$ cat src/rtl/unidade_controle_busca.sv
// rtl/unidade_controle_busca.sv - search sequencer for the counter/comparator datapath
//
// Purpose: on a rising edge of iniciar, clears the datapath counter, then counts it
// up until the comparator flags equality with the switches. The search ends with
// one of three results: found (igual), not found (counter wrapped, fim), or timeout
// (MAX_CICLOS search cycles elapsed). The datapath load control is not driven here.
//
// Ports:
//   clock      in   rising-edge system clock
//   reset      in   asynchronous active-high reset
//   iniciar    in   start request (level, edge-detected internally)
//   pausa      in   withholds conta while searching; cycle counter keeps running
//   igual      in   datapath comparator A==B
//   fim        in   datapath counter ripple-carry (conta && Q==15)
//   zera       out  datapath counter synchronous clear
//   conta      out  datapath counter enable
//   pronto     out  search finished, any result
//   achou      out  result: match found
//   nao_achou  out  result: counter wrapped without a match
//   estouro    out  result: timeout
//   db_estado  out  current state code
//   db_ciclos  out  search-cycle count

module unidade_controle_busca #(
  parameter int MAX_CICLOS = 24,
  parameter int W_CICLOS   = 5
) (
  input  logic                clock,
  input  logic                reset,
  input  logic                iniciar,
  input  logic                pausa,
  input  logic                igual,
  input  logic                fim,
  output logic                zera,
  output logic                conta,
  output logic                pronto,
  output logic                achou,
  output logic                nao_achou,
  output logic                estouro,
  output logic [3:0]          db_estado,
  output logic [W_CICLOS-1:0] db_ciclos
);

  typedef enum logic [3:0] {
    S_INICIAL    = 4'b0000,
    S_PREPARACAO = 4'b0001,
    S_BUSCA      = 4'b0010,
    S_ACHOU      = 4'b0100,
    S_NAO_ACHOU  = 4'b0101,
    S_ESTOURO    = 4'b0110
  } estado_t;

  // Last busca cycle before timeout; the transition edge brings ciclos to MAX_CICLOS.
  localparam logic [W_CICLOS-1:0] CICLOS_LIMITE = W_CICLOS'(MAX_CICLOS - 1);
  localparam logic [W_CICLOS-1:0] CICLOS_TETO   = {W_CICLOS{1'b1}};

  estado_t             estado_q, estado_d;
  logic                iniciar_d_q, iniciar_d_d;  // previous-cycle copy of iniciar
  logic [W_CICLOS-1:0] ciclos_q, ciclos_d;
  logic                inicio;

  // ---------------------------------------------------------------------------
  // State register and companion registers
  // ---------------------------------------------------------------------------
  always_ff @(posedge clock or posedge reset) begin
    if (reset) begin
      estado_q    <= S_INICIAL;
      iniciar_d_q <= 1'b0;
      ciclos_q    <= '0;
    end else begin
      estado_q    <= estado_d;
      iniciar_d_q <= iniciar_d_d;
      ciclos_q    <= ciclos_d;
    end
  end

  // A held-high iniciar yields a single one-cycle pulse.
  always_comb begin
    iniciar_d_d = iniciar;
    inicio      = iniciar & ~iniciar_d_q;
  end

  // ---------------------------------------------------------------------------
  // Next-state logic
  // ---------------------------------------------------------------------------
  always_comb begin
    estado_d = estado_q;
    case (estado_q)
      S_INICIAL: begin
        if (inicio) estado_d = S_PREPARACAO;
      end
      S_PREPARACAO: begin
        estado_d = S_BUSCA;
      end
      S_BUSCA: begin
        // igual wins over fim; in practice they never coincide since conta is
        // gated by igual, so fim cannot fire on the matching value.
        if (igual)                         estado_d = S_ACHOU;
        else if (fim)                      estado_d = S_NAO_ACHOU;
        else if (ciclos_q == CICLOS_LIMITE) estado_d = S_ESTOURO;
      end
      S_ACHOU, S_NAO_ACHOU, S_ESTOURO: begin
        if (inicio) estado_d = S_PREPARACAO;
      end
      default: begin
        estado_d = S_INICIAL;
      end
    endcase
  end

  // ---------------------------------------------------------------------------
  // Search-cycle counter: cleared while preparing, counts every busca edge
  // (including the one leaving busca), saturates at all-ones.
  // ---------------------------------------------------------------------------
  always_comb begin
    ciclos_d = ciclos_q;
    if (estado_q == S_PREPARACAO) begin
      ciclos_d = '0;
    end else if (estado_q == S_BUSCA && ciclos_q != CICLOS_TETO) begin
      ciclos_d = ciclos_q + 1'b1;
    end
  end

  // ---------------------------------------------------------------------------
  // Output logic
  // ---------------------------------------------------------------------------
  always_comb begin
    zera      = 1'b0;
    conta     = 1'b0;
    pronto    = 1'b0;
    achou     = 1'b0;
    nao_achou = 1'b0;
    estouro   = 1'b0;
    case (estado_q)
      S_PREPARACAO: zera = 1'b1;
      // Mealy on igual so the datapath counter freezes on the matching value.
      S_BUSCA:      conta = ~pausa & ~igual;
      S_ACHOU: begin
        pronto = 1'b1;
        achou  = 1'b1;
      end
      S_NAO_ACHOU: begin
        pronto    = 1'b1;
        nao_achou = 1'b1;
      end
      S_ESTOURO: begin
        pronto  = 1'b1;
        estouro = 1'b1;
      end
      default: ;
    endcase
    db_estado = estado_q;
    db_ciclos = ciclos_q;
  end

endmodule

$ cat config.mk
export PLATFORM = sky130hd
export DESIGN_NAME = unidade_controle_busca
export DESIGN_NICKNAME = d
export VERILOG_FILES = /design/src/rtl/unidade_controle_busca.sv
export SDC_FILE = /design/constraint.sdc
export NUM_CORES = 1
export LEC_CHECK = 0
export ABC_AREA = 1
export ABC_CLOCK_PERIOD_IN_PS = 1650
export BUFFER_PORTS_ARGS = -buffer_cell sky130_fd_sc_hd__buf_2
export CORE_AREA = 4 4 41 43
export CTS_CLUSTER_SIZE = 25
export DETAILED_ROUTE_END_ITERATION = 12
export DIE_AREA = 0 0 45 47
export GPL_ROUTABILITY_DRIVEN = 0
export PLACE_DENSITY_LB_ADDON = 0.12
export SETUP_SLACK_MARGIN = 0.5
export SYNTH_ARGS = -nofsm -noshare
export SYNTH_HDL_FRONTEND = slang
export SYNTH_SLANG_ARGS = --single-unit
$ cat constraint.sdc
create_clock -name clock -period 1.65 [get_ports clock]
set_input_delay 0.2475 -clock clock [delete_from_list [all_inputs] [get_ports clock]]
set_output_delay 0.2475 -clock clock [all_outputs]
set_load 0.005 [all_outputs]
== Word level (Yosys, flattened, before mapping) ==
Cells that the tools add are included.
Storage, ports and cells
  input port bits: 6
  output and inout bits: 15
  register bits: 10
  logic and storage cells: 37
Cells by class
  $add $sub $neg: 1
  mux-type cells: 13
  bitwise gates (word level): 5
  eq/ne operators: 9
  reductions and logical operators: 6
Operator list (count)
  two-way mux 4 bit: 4
  equality test 4 x 3 -> 1 bit (second input constant): 3
  one-hot mux 4 bit (3 select lines): 1
  two-way mux 5 bit: 2
  two-way mux 1 bit: 6
  adder 5 x 1 -> 5 bit (second input constant): 1
  equality test 5 bit (second input constant): 1
  inequality test 5 bit (second input constant): 1
  equality test 4 x 1 -> 1 bit (second input constant): 1
  equality test 4 x 2 -> 1 bit (second input constant): 1
  logical NOT 4 bit: 1
  inequality test 4 bit (second input constant): 1
  OR reduction 4 bit: 1
  NOT 1 bit: 3
  OR reduction 3 bit: 1
  AND 1 bit: 2
  inequality test 2 x 1 -> 1 bit (second input constant): 1
  AND reduction 2 bit: 1
  nonzero test 2 bit: 1
  logical AND 1 bit: 1

== Longest topological paths before layout ==
Gate-level depths: netlist (run 1).
  depth after elaboration: 5
  depth in mapped cells: 8

== Least setup slack after synthesis (run 1) ==
No wires, ideal clock.
  path kind: register -> register
  start: register ciclos_q[0], in the netlist db_ciclos[0]
  end: register ciclos_q[3], in the netlist db_ciclos[3]
  buffers on the path: 0
  arrival time: 1283 ps
  slack: 246 ps
  cell stages (with the launch flop): 9
  required time: 1529 ps
  cell sequence: dfrtp_1 > ha_1 > nand2_1 > nor2_1 > ha_1 > nor2_4 > nor2_4 > nand2_1 > o21ai_1
On the way
  longest elaborated chain between the ends: 3
  elaborated cells on any way between the ends: 6
  those cells by class: add/sub: 1; eq/ne: 1; mux: 2; reduce/logical: 2
Ends and longest elaborated chain
  start, declared: RTL line 59  | logic [W_CICLOS-1:0] ciclos_q, ciclos_d;
  start signal, assigned: RTL line 73  | ciclos_q <= ciclos_d;
  adder 5 x 1 -> 5 bit / inequality test 5 bit (equally long branches): RTL line 120, 119
  two-way mux 5 bit / logical AND 1 bit (equally long branches): RTL line 119  | end else if (estado_q == S_BUSCA && ciclos_q != CICLOS_TETO) begin
  two-way mux 5 bit / nonzero test 2 bit (equally long branches)
Parallel ways exist; a longest one is shown, timed or not. The select of a mux whose other input is x is not followed.
A chain may end at the register's enable or synchronous reset.

== Worst setup path after layout (run 1) ==
  start: register estado_q[1], in the netlist db_estado[1]
  end: output achou
On the way
  longest elaborated chain between the ends: 2
Ends and longest elaborated chain
  start, declared: RTL line 57  | estado_t estado_q, estado_d;
  start signal, assigned: RTL line 71  | estado_q <= estado_d;
  equality test 4 x 3 -> 1 bit: RTL line 134  | case (estado_q)
  two-way mux 1 bit: RTL line 134
  end, declared: RTL line 37  | output logic achou,
Every way passes these cells.

==> results of run 1 <==
[sequential cells by signal (all words and copies together) (netlist names)]
| name | cells |
|---|---|
| db_ciclos | 5 |
| db_estado | 3 |
| iniciar_d_q | 1 |
[per-stage QoR]
| step | cells | power [mW] | area (um^2) |
|---|---|---|---|
| after floorplan | 82 | 0.762 | 587 |
| after global placement | 115 | 0.934 | 693 |
| after detailed placement | 115 | 0.948 | 693 |
| after CTS | 132 | 1.47 | 897 |
| after global routing | 139 | 1.91 | 1010 |
| final | 139 | 1.78 | 1010 |
[worst max-delay path: stages (launching register included)]
cell     delay [ps]
dfrtp_2         490
nor2_2          140
inv_1            80
nor2_1           80
buf_2           110
[power by group]
part	switching, mW	total (mW)	internal [mW]	leakage [nW]
Clock	0.0904	0.180	0.0898	0.0177
Sequential	0.103	0.391	0.288	0.113
Combinational	0.578	1.21	0.628	0.422
Total	0.771	1.78	1.01	0.552
[logic make-up (layout without fill, tap and decap cells)]
group / count (synthesis) / after routing
AO/OA/AOI/OAI: 2 / 2
buffers and inverters: 13 / 55
XOR/XNOR: 1 / 1
adder cells (fa/ha/maj): 2 / 2
flip-flops: 9 / 9
other: 1 / 1
AND/OR/NAND/NOR: 54 / 54
[worst paths after layout]
| check | from | slack, ps | depth (start not counted) | end |
|---|---|---|---|---|
| max | db_estado[1]$_DFFE_PP0P_ | 230 | 4 | achou |
| min | iniciar | 90 | 1 | iniciar_d_q$_DFF_PP0_ |
| max reg2reg | db_ciclos[0]$_DFFE_PP0P_ | 270 | 8 | db_ciclos[2]$_DFFE_PP0P_ |
| min reg2reg | db_ciclos[4]$_DFFE_PP0P_ | 560 | 2 | db_ciclos[4]$_DFFE_PP0P_ |
| max in group asynchronous | reset | 910 | 3 | db_estado[1]$_DFFE_PP0P_ |
| min in group asynchronous | reset | 470 | 3 | iniciar_d_q$_DFF_PP0_ |
[area by class of cell]
class | count | area [um^2]
multi-input combinational | 60 | 389
timing repair buffer | 39 | 295
sequential | 9 | 230
fill | 94 | 288
tap | 15 | 18.8
inverter | 12 | 52.6
clock buffer | 3 | 22.5
clock inverter | 1 | 5.00
[layout by cell type, fill, tap and decap left out, drive strengths merged]
| cell type | synthesis | final |
|---|---|---|
| ha | 2 | 2 |
| a21oi | 1 | 1 |
| conb | 1 | 1 |
| nand2 | 28 | 28 |
| o21ai | 1 | 1 |
| xor2 | 1 | 1 |
| nand3 | 10 | 10 |
| clkbuf | 0 | 3 |
| nor3 | 3 | 3 |
| dlygate4sd3 | 0 | 1 |
| nand4 | 2 | 2 |
| clkinv | 0 | 1 |
| inv | 12 | 12 |
| dfrtp | 9 | 9 |
| nor2 | 11 | 11 |
| buf | 1 | 38 |
[per-layer routing]
metal	up-vias	part of all wire [%]
met3	8	7.1
met2	36	54
met5	-	0
met1	308	36
met4	0	3.1
li1	341	-
[timing repair]
item | CTS | global route
endpoints found under the hold margin | 9 | 0
gates resized for setup | 20 | 16
setup endpoints to repair | 15 | 20
setup buffers | 12 | 7
pin swaps | 9 | 9
hold buffers | 1 | 0
==> summary.txt, run 1 <==
Timing
  • Final Cycle Share: between 80 and 90%
  • Final Hold Fails: 0
  • Tmin final: around 1400 ps
  • Layout Skew: about 5.7 ps
  • TNS Setup: 0 ps
  • Worst Slack Setup Final: roughly 230 ps
  • Finish-stage setup viols: 0
  • RSZ-0062 raised after global routing: true
  • Fmax: a little over 700 MHz
  • Hold slack: 93.4 ps
  • Slew Viols, Final: 0

Worst setup path
  • Setup crit end kind: output port
  • Crit Path Category: reg -> out
  • Crit path DAT: 1170 ps
  • Worst-path fanout max: 7
  • WP data required: between 1000 and 1500 ps
  • Critical Path Source Type: register

Yosys
  • Count leader, synth: nand2_1
  • Post-Synthesis Cells: between 80 and 90
  • Post-synth ARST share: 100%
  • Post-synthesis compound-gate area fraction: about 1.7%
  • Number of synthesized flops with an enable pin: 0
  • Largest area contributor in the netlist: dfrtp_1
  • Largest family of logic cells by synthesized area: simple AND/OR/NAND/NOR gates
  • Synth top area share: about two fifths
  • Post-Syn Nets: 90
  • Syn Std Cell Area: a little under 600 um^2
  • Post-Synth Adder-Cell Area: approximately 4.3%
  • Synth Area in Simple Gates: between 40% and 50%
  • Synth top cells by count: nand2_1 (27), inv_1 (10), dfrtp_1 (9), nand3_1 (8), nor2_1 (8)
  • Seq cells post-synth: 9
  • Post-synthesis sequential area ratio: about 39%
  • Mux cell area share after synthesis: 0%
  • Post-synth cell types: 19
  • Xor and xnor area share after synthesis: 1.51%
  • Yosys warns: 0
  • Prevailing post-synth register cell: dfrtp_1
  • Area contributors post-synth: dfrtp_1 (39%), nand2_1 (17%), nand3_1 (6.9%), inv_1 (6.5%), nor2_1 (5.2%)
  • Syn avg cell area: between 7 and 8 um^2

Global route
  • First-pass GRT wire length: between 2 and 3 mm
  • Pin count of the biggest net entering global routing: 10
  • Gr usage total: roughly 18%
  • Met3 Usage GRT: 3.45%
  • Met2 Track Usage GR: between 30% and 40%
  • Gr ovfl total: 0
  • Met1 Track Usage GR: between 10% and 20%
  • Initial antenna violation count: 0
  • GR peak layer: met2
  • Number of global-route vias before repair: between 600 and 700

Clock network
  • CTS Buf Count: 3
  • Root Driver: clkbuf_4
  • Htree depth: 1
  • Worst-path clk slew: ~70 ps
  • Worst-Skew Late Latency: around 270 ps
  • Maximum root-to-sink buffer count: 2
  • CTS tree: built
  • # clock sinks: 9

Die
  • Die X-Extent: 45 um
  • Row cnt: 13
  • Die height: ~47 um
  • Io pins: 21
  • Area of the core: 1300 um^2
  • Initial Utilization: 44.7%
  • Die ar.: approximately 2100 um^2

Pwr
  • Worst IR Drop VDD: approximately 1.2 mV
  • PwrDens: roughly 1800 nW/um^2
  • Leakage power: around 0.55 nW

Detailed routing
  • Drt pass-1 iters: 4
  • Wire per inst: around 13 um
  • Antenna viol nets, final: 0
  • Final wirelength: 1.86 mm
  • DR iter-0 viols: 12
  • DRC viols: 0
  • DR vias: between 600 and 700
  • Drt via density: roughly 5

Finish
  • Area added between synthesis and finish: 74.2%
  • Core Util, Final: between 70% and 80%
  • N_diodes: 0
  • Layout cells sized above 1: around 56%
  • Layout Nets: 133

Placed design
  • Pre-CTS WS: 243 ps
  • HPWL after DPL: 1.02 mm
  • I/O Buffers: 19

Status
  • Status: finished clean

Run
  • Max Cap Viol: 0

Hold path
  • HP Class: in -> reg
Power figures use the tool's default switching activity.
==> run 2: changes to the inputs <==
ABC_CLOCK_PERIOD_IN_PS = 1400   (was 1650)
clock period = 1.4 ns   (was 1.65 ns; I/O delays follow)
==> run 2 against run 1 <==
  * Sequential cell count did not move
  * Utilization fell by 1.8 points
  * Sequential share of layout area increased by 0.42 points
  * Combinational power hardly changed
  * Hold slack got worse by 27 ps
  * Register-to-register slack got worse by 240 ps
  * Sequential power up 13%
  * Cell area shrank 2.3%
  * Clock-buffer cell count is the same
  * Global-route usage up 0.52 points
  * Largest cell class unchanged
  * Largest power group unchanged
==> summary.txt, run 2 (same netlist as run 1, synthesis figures left out) <==
Timing
  • Fmax: around 730 MHz
  • Finish-stage setup viols: 0
  • Final Hold Fails: 0
  • RSZ-0062 raised after global routing: true
  • Tmin final: about 1400 ps
  • TNS Setup: 0 ps
  • Layout Skew: around 0.49 ps
  • Slew Viols, Final: 0
  • Final Cycle Share: between 90% and 100%
  • Hold slack: between 60 and 70 ps

Placed design
  • HPWL after DPL: around 1.1 mm
  • I/O Buffers: 19
  • Placed insts: roughly 120

Detailed routing
  • DR vias: 695
  • Drt pass-1 iters: 4
  • DR iter-0 viols: 8
  • Wire per inst: around 13 um
  • DRC viols: 0
  • Drt via density: slightly below 5
  • Final wirelength: about 1.8 mm
  • Antenna viol nets, final: 0

Run
  • Max Cap Viol: 0

Worst setup path
  • Critical Path Source Type: register
  • Setup crit end kind: register
  • Crit path DAT: 1510 ps
  • WP data required: about 1500 ps
  • Worst-path fanout max: 6
  • Crit Path Category: reg -> reg

Clock network
  • Worst-path clk slew: roughly 60 ps
  • Maximum root-to-sink buffer count: 2
  • # clock sinks: 9
  • Worst-Skew Late Latency: ~260 ps
  • CTS Buf Count: 3
  • Root Driver: clkbuf_4
  • CTS tree: built
  • Htree depth: 1

Die
  • Die height: 47 um
  • Die ar.: roughly 2100 um^2
  • Io pins: 21
  • Initial Utilization: ~45%
  • Die X-Extent: around 45 um
  • Row cnt: 13
  • Area of the core: between 1000 and 1500 um^2

Pwr
  • Comb pwr share: 66.0%
  • Clock share of power: roughly a tenth
  • Int Power: between 1 and 1.5 mW
  • PwrDens: between 1500 and 2000 nW/um^2
  • NetSw: around 800 uW
  • Sequential Power Share: around a quarter
  • Sw Share: 42.3%
  • Leakage power: roughly 0.56 nW
  • Worst IR Drop VDD: between 1 and 1.5 mV

Finish
  • Layout Nets: 134
  • Layout cells sized above 1: 54.4%
  • Most frequent cells in the layout: nand2_1 (22), buf_2 (14), buf_4 (13)
  • Final cell count without fillers: 140
  • Most common cell after layout, fill and taps aside: nand2_1
  • Max reg flops: 5
  • Area added between synthesis and finish: 70.1%
  • Fillers: 94
  • N_diodes: 0

Global route
  • Gr ovfl total: 0
  • Number of global-route vias before repair: approximately 600
  • Pin count of the biggest net entering global routing: 10
  • Initial antenna violation count: 0
  • Gr usage total: approximately 18%
  • First-pass GRT wire length: roughly 2.7 mm

Hold path
  • HP Class: in -> reg

Status
  • Status: finished clean
==> run 2: changes by cell type in the layout (fill, tap and decap cells not counted), moves of 2 or more <==
| cell | previous run | this run |
|---|---|---|
| nand2_2 | 3 | 6 |
| buf_6 | 10 | 12 |
| inv_2 | 1 | 3 |
| inv_4 | 3 | 1 |
| nand2_4 | 2 | 0 |
| nor2_4 | 4 | 2 |
==> run 2: routing by layer <==
| layer | wire [um] | vias to the layer above | GRT usage, % |
|---|---|---|---|
| met1 | 757 | 330 | 22.3 |
| met3 | 103 | 4 | 6.90 |
| met5 | 0 | - | 0 |
| met4 | 23 | 0 | 3.51 |
| met2 | 870 | 20 | 31.1 |
| li1 | - | 341 | - |
==> run 2: what timing repair did <==
| item | in CTS | in global routing |
|---|---|---|
| hold buffers | 1 | 0 |
| hold endpoints to repair | 9 | 0 |
| pin swaps | 4 | 3 |
| endpoints found under the setup margin | 22 | 22 |
| resized for setup | 16 | 4 |
| buffers inserted | 14 | 3 |
==> run 2: final timing paths <==
check                      slack (ps)                       end  cells past startpoint                startpoint
min in group asynchronous         460  db_ciclos[2]$_DFFE_PP0P_                      3                     reset
max in group asynchronous         670  db_estado[0]$_DFFE_PP0P_                      3                     reset
hold reg to reg                   610  db_ciclos[1]$_DFFE_PP0P_                      3  db_ciclos[1]$_DFFE_PP0P_
setup reg to reg                   30  db_ciclos[3]$_DFFE_PP0P_                      8  db_ciclos[1]$_DFFE_PP0P_
hold / removal                     70     iniciar_d_q$_DFF_PP0_                      1                   iniciar
setup / recovery                   30  db_ciclos[3]$_DFFE_PP0P_                      8  db_ciclos[1]$_DFFE_PP0P_
==> run 2: power by group through the flow <==
| stage | clock (mW) | sequential [mW] | combinational, mW |
|---|---|---|---|
| floorplan | 0 | 0.463 | 0.510 |
| global placement | 0 | 0.449 | 0.772 |
| detailed placement | 0 | 0.449 | 0.776 |
| CTS | 0.204 | 0.433 | 1.14 |
| global route | 0.221 | 0.447 | 1.35 |
| finish | 0.199 | 0.441 | 1.24 |
==> run 2: area by class of cell <==
| type | count | area [um^2] | share of cell area, % |
|---|---|---|---|
| clock buffers | 3 | 22.5 | 2.28 |
| inverters | 12 | 47.5 | 4.80 |
| multi-input cells | 60 | 354 | 35.8 |
| repair buffers | 40 | 313 | 31.6 |
| flip-flops and latches | 9 | 229 | 23.1 |
| well taps | 15 | 18.8 | 1.90 |
| clock inverters | 1 | 5.00 | 0.506 |
==> run 2: per-stage QoR <==
stage          util (%)  setup slack [ps]  power [mW]  cell area (um^2)
2_1_floorplan         -              99.0       0.973               617
3_3_place_gp       57.3               115        1.22               746
3_5_place_dp       57.3              74.3        1.22               746
4_1_cts            72.8              78.1        1.78               947
5_1_grt            76.1             -6.44        2.02               990
6_report           76.1              34.2        1.88               990
==> run 2: critical path, stage by stage (launching register included) <==
cell	delay [ps]
dfrtp_1	390
ha_2	200
nand2_2	70
nor2_2	40
ha_2	180
nor2_4	170
nor2_4	70
nand2_1	60
o21ai_1	70
